===== config.mk =====
export PLATFORM = sky130hd
export DESIGN_NAME = shift_count_register
export DESIGN_NICKNAME = d
export VERILOG_FILES = /design/src/rtl/shift_count_register_pkg.sv /design/src/rtl/shift_count_register_step.sv /design/src/rtl/shift_count_register.sv
export SDC_FILE = /design/constraint.sdc
export NUM_CORES = 1
export LEC_CHECK = 0
export BUFFER_PORTS_ARGS = -buffer_cell sky130_fd_sc_hd__buf_2
export CORE_MARGIN = 3
export CORE_UTILIZATION = 50
export CTS_CLUSTER_DIAMETER = 100
export CTS_CLUSTER_SIZE = 30
export DETAILED_ROUTE_END_ITERATION = 7
export GPL_TIMING_DRIVEN = 1
export PLACE_DENSITY = 0.77
export RECOVER_POWER = 25
export SETUP_SLACK_MARGIN = 0.4
export SYNTH_ARGS = -nofsm -noshare
export SYNTH_HDL_FRONTEND = slang
export SYNTH_SLANG_ARGS = --single-unit
export TNS_END_PERCENT = 50

===== constraint.sdc =====
create_clock -name clk -period 2.1 [get_ports clk]
set_input_delay 0.105 -clock clk [delete_from_list [all_inputs] [get_ports clk]]
set_output_delay 0.105 -clock clk [all_outputs]
set_load 0.05 [all_outputs]

===== src/rtl/shift_count_register_pkg.sv =====
// Shared definitions for the shift/count register slice: mode codes for the
// multi-cycle shift engine, shift direction constants and the controller
// state encoding.
//   MODE_LOG : logical shift, vacated bit filled with 0
//   MODE_SER : serial fill from ir (right) / il (left)
//   MODE_ROT : rotate, no bits lost
//   MODE_ARI : arithmetic (MSB replicated on right, logical on left)
package shift_count_register_pkg;

    localparam logic [1:0] MODE_LOG = 2'b00;
    localparam logic [1:0] MODE_SER = 2'b01;
    localparam logic [1:0] MODE_ROT = 2'b10;
    localparam logic [1:0] MODE_ARI = 2'b11;

    localparam logic DIR_RIGHT = 1'b0;
    localparam logic DIR_LEFT  = 1'b1;

    typedef enum logic {
        ST_IDLE  = 1'b0,
        ST_SHIFT = 1'b1
    } state_e;

endpackage


===== src/rtl/shift_count_register_step.sv =====
// Combinational one-bit shifter shared by the single-step sr/sl operations
// and the multi-cycle shift engine.
// Ports:
//   data_i   : value to shift
//   dir_i    : DIR_RIGHT / DIR_LEFT
//   mode_i   : MODE_LOG / MODE_SER / MODE_ROT / MODE_ARI
//   fill_i   : serial fill bit, used only in MODE_SER
//   next_o   : shifted value
//   bitOut_o : the bit that falls off the end (feeds the carry flag)
module shift_step
    import shift_count_register_pkg::*;
#(
    parameter int WIDTH = 8
) (
    input  logic [WIDTH-1:0] data_i,
    input  logic             dir_i,
    input  logic [1:0]       mode_i,
    input  logic             fill_i,
    output logic [WIDTH-1:0] next_o,
    output logic             bitOut_o
);

    logic fillBit;

    // Pick the bit that enters the vacated end, then splice it onto the
    // surviving bits. Arithmetic left is deliberately identical to logical
    // left; only a right shift replicates the sign bit.
    always_comb begin
        fillBit  = 1'b0;
        next_o   = data_i;
        bitOut_o = 1'b0;
        if (dir_i == DIR_LEFT) begin
            bitOut_o = data_i[WIDTH-1];
            case (mode_i)
                MODE_SER: fillBit = fill_i;
                MODE_ROT: fillBit = data_i[WIDTH-1];
                default:  fillBit = 1'b0;
            endcase
            next_o = {data_i[WIDTH-2:0], fillBit};
        end else begin
            bitOut_o = data_i[0];
            case (mode_i)
                MODE_SER: fillBit = fill_i;
                MODE_ROT: fillBit = data_i[0];
                MODE_ARI: fillBit = data_i[WIDTH-1];
                default:  fillBit = 1'b0;
            endcase
            next_o = {fillBit, data_i[WIDTH-1:1]};
        end
    end

endmodule


===== src/rtl/shift_count_register.sv =====
// General-purpose WIDTH-bit accumulator/operand register with clear, load,
// (optionally saturating) increment/decrement, single-bit shifts and a
// multi-cycle shift-by-N engine with a start/busy/done handshake.
// Ports:
//   clk, rst_n          : clock, synchronous active-low reset
//   cl, ld, in          : clear, parallel load and its data
//   inc, dec            : count up / down by one
//   sr, ir, sl, il      : single-bit shifts and their serial fill bits
//   start, dir, mode, amt : launch a multi-cycle shift (sampled in IDLE)
//   busy, done          : engine active, one-cycle completion pulse
//   out                 : register contents
//   zero, neg           : out == 0, out MSB (combinational)
//   carry               : registered carry / borrow / last-bit-out flag
module shift_count_register
    import shift_count_register_pkg::*;
#(
    parameter int   WIDTH    = 8,
    parameter bit   SATURATE = 1'b0,
    localparam int  AMT_W    = $clog2(WIDTH) + 1
) (
    input  logic             clk,
    input  logic             rst_n,
    input  logic             cl,
    input  logic             ld,
    input  logic [WIDTH-1:0] in,
    input  logic             inc,
    input  logic             dec,
    input  logic             sr,
    input  logic             ir,
    input  logic             sl,
    input  logic             il,
    input  logic             start,
    input  logic             dir,
    input  logic [1:0]       mode,
    input  logic [AMT_W-1:0] amt,
    output logic             busy,
    output logic             done,
    output logic [WIDTH-1:0] out,
    output logic             zero,
    output logic             neg,
    output logic             carry
);

    localparam logic [WIDTH-1:0] ONE     = WIDTH'(1);
    localparam logic [AMT_W-1:0] CNT_ONE = AMT_W'(1);

    state_e           state_q;
    logic [WIDTH-1:0] out_q;
    logic             carry_q;
    logic             busy_q;
    logic             done_q;
    logic             dir_q;
    logic [1:0]       mode_q;
    logic [AMT_W-1:0] cnt_q;

    logic             stepDir_d;
    logic [1:0]       stepMode_d;
    logic             stepFill_d;
    logic [WIDTH-1:0] stepNext_d;
    logic             stepBit_d;
    logic             atMax;
    logic             atMin;

    // The single shifter is steered by the engine while shifting; in IDLE it
    // serves sr/sl as a serial-fill shift, with sr winning over sl.
    assign stepDir_d  = (state_q == ST_SHIFT) ? dir_q  : (sr ? DIR_RIGHT : DIR_LEFT);
    assign stepMode_d = (state_q == ST_SHIFT) ? mode_q : MODE_SER;
    assign stepFill_d = (stepDir_d == DIR_LEFT) ? il : ir;

    assign atMax = &out_q;
    assign atMin = ~|out_q;

    shift_step #(
        .WIDTH (WIDTH)
    ) u_step (
        .data_i   (out_q),
        .dir_i    (stepDir_d),
        .mode_i   (stepMode_d),
        .fill_i   (stepFill_d),
        .next_o   (stepNext_d),
        .bitOut_o (stepBit_d)
    );

    // Controller and datapath in one register block. IDLE takes exactly one
    // action per cycle in priority order; SHIFT ignores everything except cl
    // (abort without a done pulse). done defaults low so it is a single pulse.
    always_ff @(posedge clk) begin
        if (!rst_n) begin
            state_q <= ST_IDLE;
            out_q   <= '0;
            carry_q <= 1'b0;
            busy_q  <= 1'b0;
            done_q  <= 1'b0;
            dir_q   <= 1'b0;
            mode_q  <= 2'b00;
            cnt_q   <= '0;
        end else begin
            done_q <= 1'b0;
            case (state_q)
                ST_IDLE: begin
                    if (cl) begin
                        out_q   <= '0;
                        carry_q <= 1'b0;
                    end else if (ld) begin
                        out_q   <= in;
                        carry_q <= 1'b0;
                    end else if (start) begin
                        if (amt == '0) begin
                            done_q <= 1'b1;
                        end else begin
                            state_q <= ST_SHIFT;
                            busy_q  <= 1'b1;
                            dir_q   <= dir;
                            mode_q  <= mode;
                            cnt_q   <= amt;
                        end
                    end else if (inc) begin
                        if (atMax && SATURATE) begin
                            carry_q <= 1'b1;
                        end else begin
                            out_q   <= out_q + ONE;
                            carry_q <= atMax;
                        end
                    end else if (dec) begin
                        if (atMin && SATURATE) begin
                            carry_q <= 1'b1;
                        end else begin
                            out_q   <= out_q - ONE;
                            carry_q <= atMin;
                        end
                    end else if (sr || sl) begin
                        out_q   <= stepNext_d;
                        carry_q <= stepBit_d;
                    end
                end
                ST_SHIFT: begin
                    if (cl) begin
                        state_q <= ST_IDLE;
                        busy_q  <= 1'b0;
                        out_q   <= '0;
                        carry_q <= 1'b0;
                    end else begin
                        out_q   <= stepNext_d;
                        carry_q <= stepBit_d;
                        cnt_q   <= cnt_q - CNT_ONE;
                        if (cnt_q == CNT_ONE) begin
                            state_q <= ST_IDLE;
                            busy_q  <= 1'b0;
                            done_q  <= 1'b1;
                        end
                    end
                end
                default: begin
                    state_q <= ST_IDLE;
                    busy_q  <= 1'b0;
                end
            endcase
        end
    end

    assign out   = out_q;
    assign carry = carry_q;
    assign busy  = busy_q;
    assign done  = done_q;
    assign zero  = ~|out_q;
    assign neg   = out_q[WIDTH-1];

endmodule


* Yosys cells after proc, flatten, opt, wreduce, memory -nomap -nowiden *
Index checks and enable logic that the tools add are counted.

storage, ports and cells
  register bits = 19
  word-level logic and storage cells = 87
  bits of input ports = 26
  output and inout port bits = 13

cells by class
  equality and inequality tests = 12
  reductions and logical operators = 9
  bitwise logic cells = 4
  multiplexer cells = 51
  add/sub/neg operators = 3

operator list
  cell                 count
  $mux 8               8
  $mux 1               29
  $mux 4               5
  $pmux 8 s2           1
  $reduce_and 5->1     3
  $ne 2x2->1 const B   5
  $pmux 1 s2           5
  $add 8x1->8 const B  1
  $pmux 4 s2           1
  $reduce_and 8->1     1
  $reduce_or 8->1      1
  $sub 8x1->8 const B  1
  $ne 6x6->1 const B   1
  $eq 2x2->1 const B   2
  $eq 4x1->1 const B   1
  $logic_not 4->1      1
  $ne 4x4->1 const B   1
  $not 1->1            4
  $sub 4x1->4 const B  1
  $ne 3x2->1 const B   1
  $pmux 1 s3           1
  $eq 2x1->1 const B   1
  $mux 2               1
  $reduce_and 2->1     1
  other kinds (2)      2

* Logic depth before layout (Yosys ltp) *
  word-level depth = 12
  gate-level depth with buffers = 10
  depth with buffers taken out = 8

* Modules after synthesis *
Synthesis repeated with hierarchy kept, for this count alone.

unflattened totals
  cell total of the unflattened synthesis = 224
  area, all modules = 1,774.2 sq um

modules (own cells, without submodules)
  module                times used  area an instance (sq um)  cells an instance
  shift_count_register  1           1,561.5                   203
  shift_step            1           212.7                     21

* Worst setup path after synthesis *
Ideal clock, no wire load.

  path kind = register to register
  start point = reg out_q[0], in the netlist out[0]
  end point = reg out_q[6], in the netlist out[6]
  clock period less this slack = 2.281 ns
  data arrival time = 2.211 ns
  slack = -0.181 ns
  library setup time = 0.070 ns
  stages on the path, launching flop included = 9
  cells stage by stage = dfxtp_1 -> clkbuf_1 -> inv_1 -> ha_1 -> or3b_2 -> or4_1 -> nand3_1 -> o2111ai_1 -> a21oi_1

between the ends
  longest elaborated chain between the ends = 7

RTL lines
  what                    line                         text
  from (decl)             shift_count_register.sv:48   logic [WIDTH-1:0] out_q;
  from (signal assigned)  shift_count_register.sv:105  out_q <= in;
  from (signal assigned)  shift_count_register.sv:121  out_q <= out_q + ONE;
  from (signal assigned)  shift_count_register.sv:128  out_q <= out_q - ONE;
  $sub 8x1->8             shift_count_register.sv:128
  $mux 8                  shift_count_register.sv:124  end else if (dec) begin
  $mux 8 *                shift_count_register.sv:117  end else if (inc) begin
  $mux 8 *                shift_count_register.sv:107  end else if (start) begin
  $mux 8 *                shift_count_register.sv:104  end else if (ld) begin
  $mux 8 *                shift_count_register.sv:101  if (cl) begin
  $pmux 8 s2 *            shift_count_register.sv:99   case (state_q)

Mark *: on every way between the ends. The rest lies on a longest branch, timed or not. The select of a mux whose other input is x is not followed.
A chain may end at the register's enable or synchronous reset.

* Worst setup path in the final report *
Same ends and word-level chain as after synthesis.

==> impl_metrics.env <==
export IMPL_syn_nets=271
export IMPL_detail_route_drc_violations=0
export IMPL_multi_input_area_um2=1330
export IMPL_drive_above_1_share_pct=31.4
export IMPL_drv_slew=0
export IMPL_yosys_area_top_type_share_pct=20.8
export IMPL_synthFlopType="dfxtp_1"
export IMPL_synth_edf_count=0
export IMPL_totalWireLength_mm=5.38
export IMPL_p_clk_share_pct=18.1
export IMPL_antenna_left=0
export IMPL_dr_first_iter_drc_count=114
export IMPL_grt_antenna_before_repair=0
export IMPL_antennaDiodeCount=0
export IMPL_viasPerCell=6.16
export IMPL_p_per_area_nw_per_um2=489
export IMPL_ir_worst_vdd_uv=288
export IMPL_yosysSeqAreaShare_pct=20.8
export IMPL_clk_pin_slew_ns=0.12
export IMPL_netlist_area_um2=1830
export IMPL_routedWlPerCell_um=16.5
export IMPL_fin_area_um2=2210
export IMPL_p_sw_uw=436
export IMPL_synth_seq_cells=19
export IMPL_clkSinkCount=19
export IMPL_dieArea_um2=4420
export IMPL_synth_cells=236
export IMPL_totalNegativeSetupSlack_ns=0
export IMPL_crit_type="flop to flop"
export IMPL_tightest_slew_ns=0.619
export IMPL_status="finished, final reports clean"
export IMPL_cts_tree="built"
export IMPL_fp_row_count=21
export IMPL_grt_pass1_wl_mm=8.64
export IMPL_final_util_pct=64.8
export IMPL_grt_setup_unrepaired="yes"
export IMPL_cts_htree_levels=1
export IMPL_avgSynthCellArea_um2=7.75
export IMPL_crit_path_end_kind="flop"
export IMPL_ios=39
export IMPL_final_hold_viol_count=0
export IMPL_internal_power_uw=648
export IMPL_comb_power_share_pct=43.3
export IMPL_dpl_cell_area_um2=2070
export IMPL_critPathRequiredTime_ns=2.34
export IMPL_clk_path_buf_depth=2
export IMPL_numCtsBuffers=3
export IMPL_finalCritPeriodShare_pct=83.7
export IMPL_crit_fanout=5
export IMPL_grt_pass1_vias=1834
export IMPL_synth_cell_type_count=58
export IMPL_layout_min_cycle_time_ns=1.76
export IMPL_track_usage_pct=25.3
export IMPL_io_buffers=38
export IMPL_fill_cells=319
export IMPL_place_hpwl_mm=3.70
export IMPL_p_total_uw=1080
export IMPL_initial_core_util_pct=53.5
export IMPL_grt_max_degree=19
export IMPL_finalSetupViolCount=0
export IMPL_clock_latency_ns=0.30
export IMPL_fp_dieH_um=66.5
export IMPL_cellLeakagePower_uw=0.000918
export IMPL_p_seq_share_pct=38.6
export IMPL_coreArea_um2=3420
export IMPL_drt_pass1_iter_count=5
export IMPL_area_growth_pct=21.1
export IMPL_gp_congestion=0.884
export IMPL_fp_dieW_um=66.5
export IMPL_ff_latch_area_um2=392
export IMPL_drv_cap=0
export IMPL_cts_root_buffer="clkbuf_4"
export IMPL_synth_largest_area_cell="dfxtp_1"
export IMPL_grt_overflow=0
export IMPL_synth_top_cells_by_area="dfxtp_1 (21%), ha_1 (6.2%), o21ai_0 (5.7%)"
export IMPL_slew_headroom_pct=58.9
export IMPL_finalClockSkew_ns=0.00441
export IMPL_finalNetCount=316
export IMPL_p_sw_share_pct=40.2
export IMPL_hp_class="input pin to flop"
export IMPL_fmax_mhz=569
export IMPL_cp_arrival_ns=2.00
export IMPL_startpoint_type="flop"
export IMPL_ys_warnings_count=0
export IMPL_async_reset_ff_share_pct=0
export IMPL_dr_total_vias=2009
## synth_stat cells (6+ instances only)
library cell / number
a21boi_0: 7
nand2b_1: 8
clkbuf_1: 11
nand2_1: 13
inv_1: 14
dfxtp_1: 19
nand3_1: 6
nor2_1: 17
mux2i_1: 10
o21ai_0: 21
nor3_1: 7
nor2b_1: 8
ha_1: 9
a21oi_1: 13
## path summary, 6_finish.rpt
kind,slack [ns],end,start,depth (start not counted)
hold / removal,0.04,mode_q[0],mode[0],3
setup reg to reg,0.34,out[6],out[0],7
hold reg to reg,0.49,mode_q[0],mode_q[0],2
setup / recovery,0.34,out[6],out[0],7
## through the flow
step	worst slack (ns)	hold slack (ns)	cells
finish	0.342	0.0408	326
floorplan	0.202	0.236	236
CTS	0.353	0.0433	326
global route	0.283	0.0644	326
global placement	0.340	0.360	313
detailed placement	0.303	0.370	313
## cells by family after synthesis
logic type      synth area share (%)
flops                           20.8
buf+inv                         10.5
xor+xnor                        2.87
simple gates                    21.6
fa+ha+maj                       6.16
mux                             6.71
compound gates                  31.3
## critical path, cell delays in order, from the launching register on
cell and delay, ns:
dfxtp_4 0.39, inv_4 0.07, ha_4 0.13, or3b_4 0.39
or4_4 0.42, nand3_2 0.08, o2111ai_2 0.08, a21oi_1 0.14
## cells in the final DEF (no fill, tap or decap), types with 8 or more instances in the layout
cell      netlist  routed
buf_2           2      30
buf_4           1      22
o21ai_0        21      21
nor2_1         17      16
dfxtp_1        19      14
a21oi_1        13      13
inv_1          14      12
nand2_1        13      12
mux2i_1        10      10
nand2b_1        8       8
nor2b_1         8       8
clkbuf_1       11       8
## sequential cells by signal, indices dropped and copies added (netlist names)
signal,cells
out,8
cnt_q,4
mode_q,2
busy,1
carry,1
dir_q,1
done,1
state_q,1
## what timing repair did
action,in CTS,in global routing
setup endpoints to repair,11,12
hold buffers,0,0
resized for setup,2,13
setup buffers,9,0
pin swaps,0,6
hold endpoints to repair,0,0
## metal layers
metal | track usage, % | share of wire (%) | up-vias
li1 | - | - | 965
met1 | 34.6 | 42 | 923
met2 | 40.5 | 48 | 107
met3 | 3.04 | 7.8 | 14
met4 | 9.64 | 2.1 | 0
met5 | 0 | 0 | -
## power by group through the flow
stage / registers [uW] / clock network, uW / logic, uW
floorplan: 455 / 0 / 288
global placement: 429 / 0 / 411
detailed placement: 430 / 0 / 414
CTS: 417 / 197 / 443
global route: 424 / 214 / 511
finish: 419 / 196 / 469
## final cells by class
cell class	instances	share of cell area, %
Timing Repair Buffer	60	15.8
Tap cell	46	2.60
Clock buffer	4	1.19
Sequential cell	19	17.7
Multi-Input combinational cell	183	60.2
Inverter	14	2.60
Power figures use the tool's default switching activity.
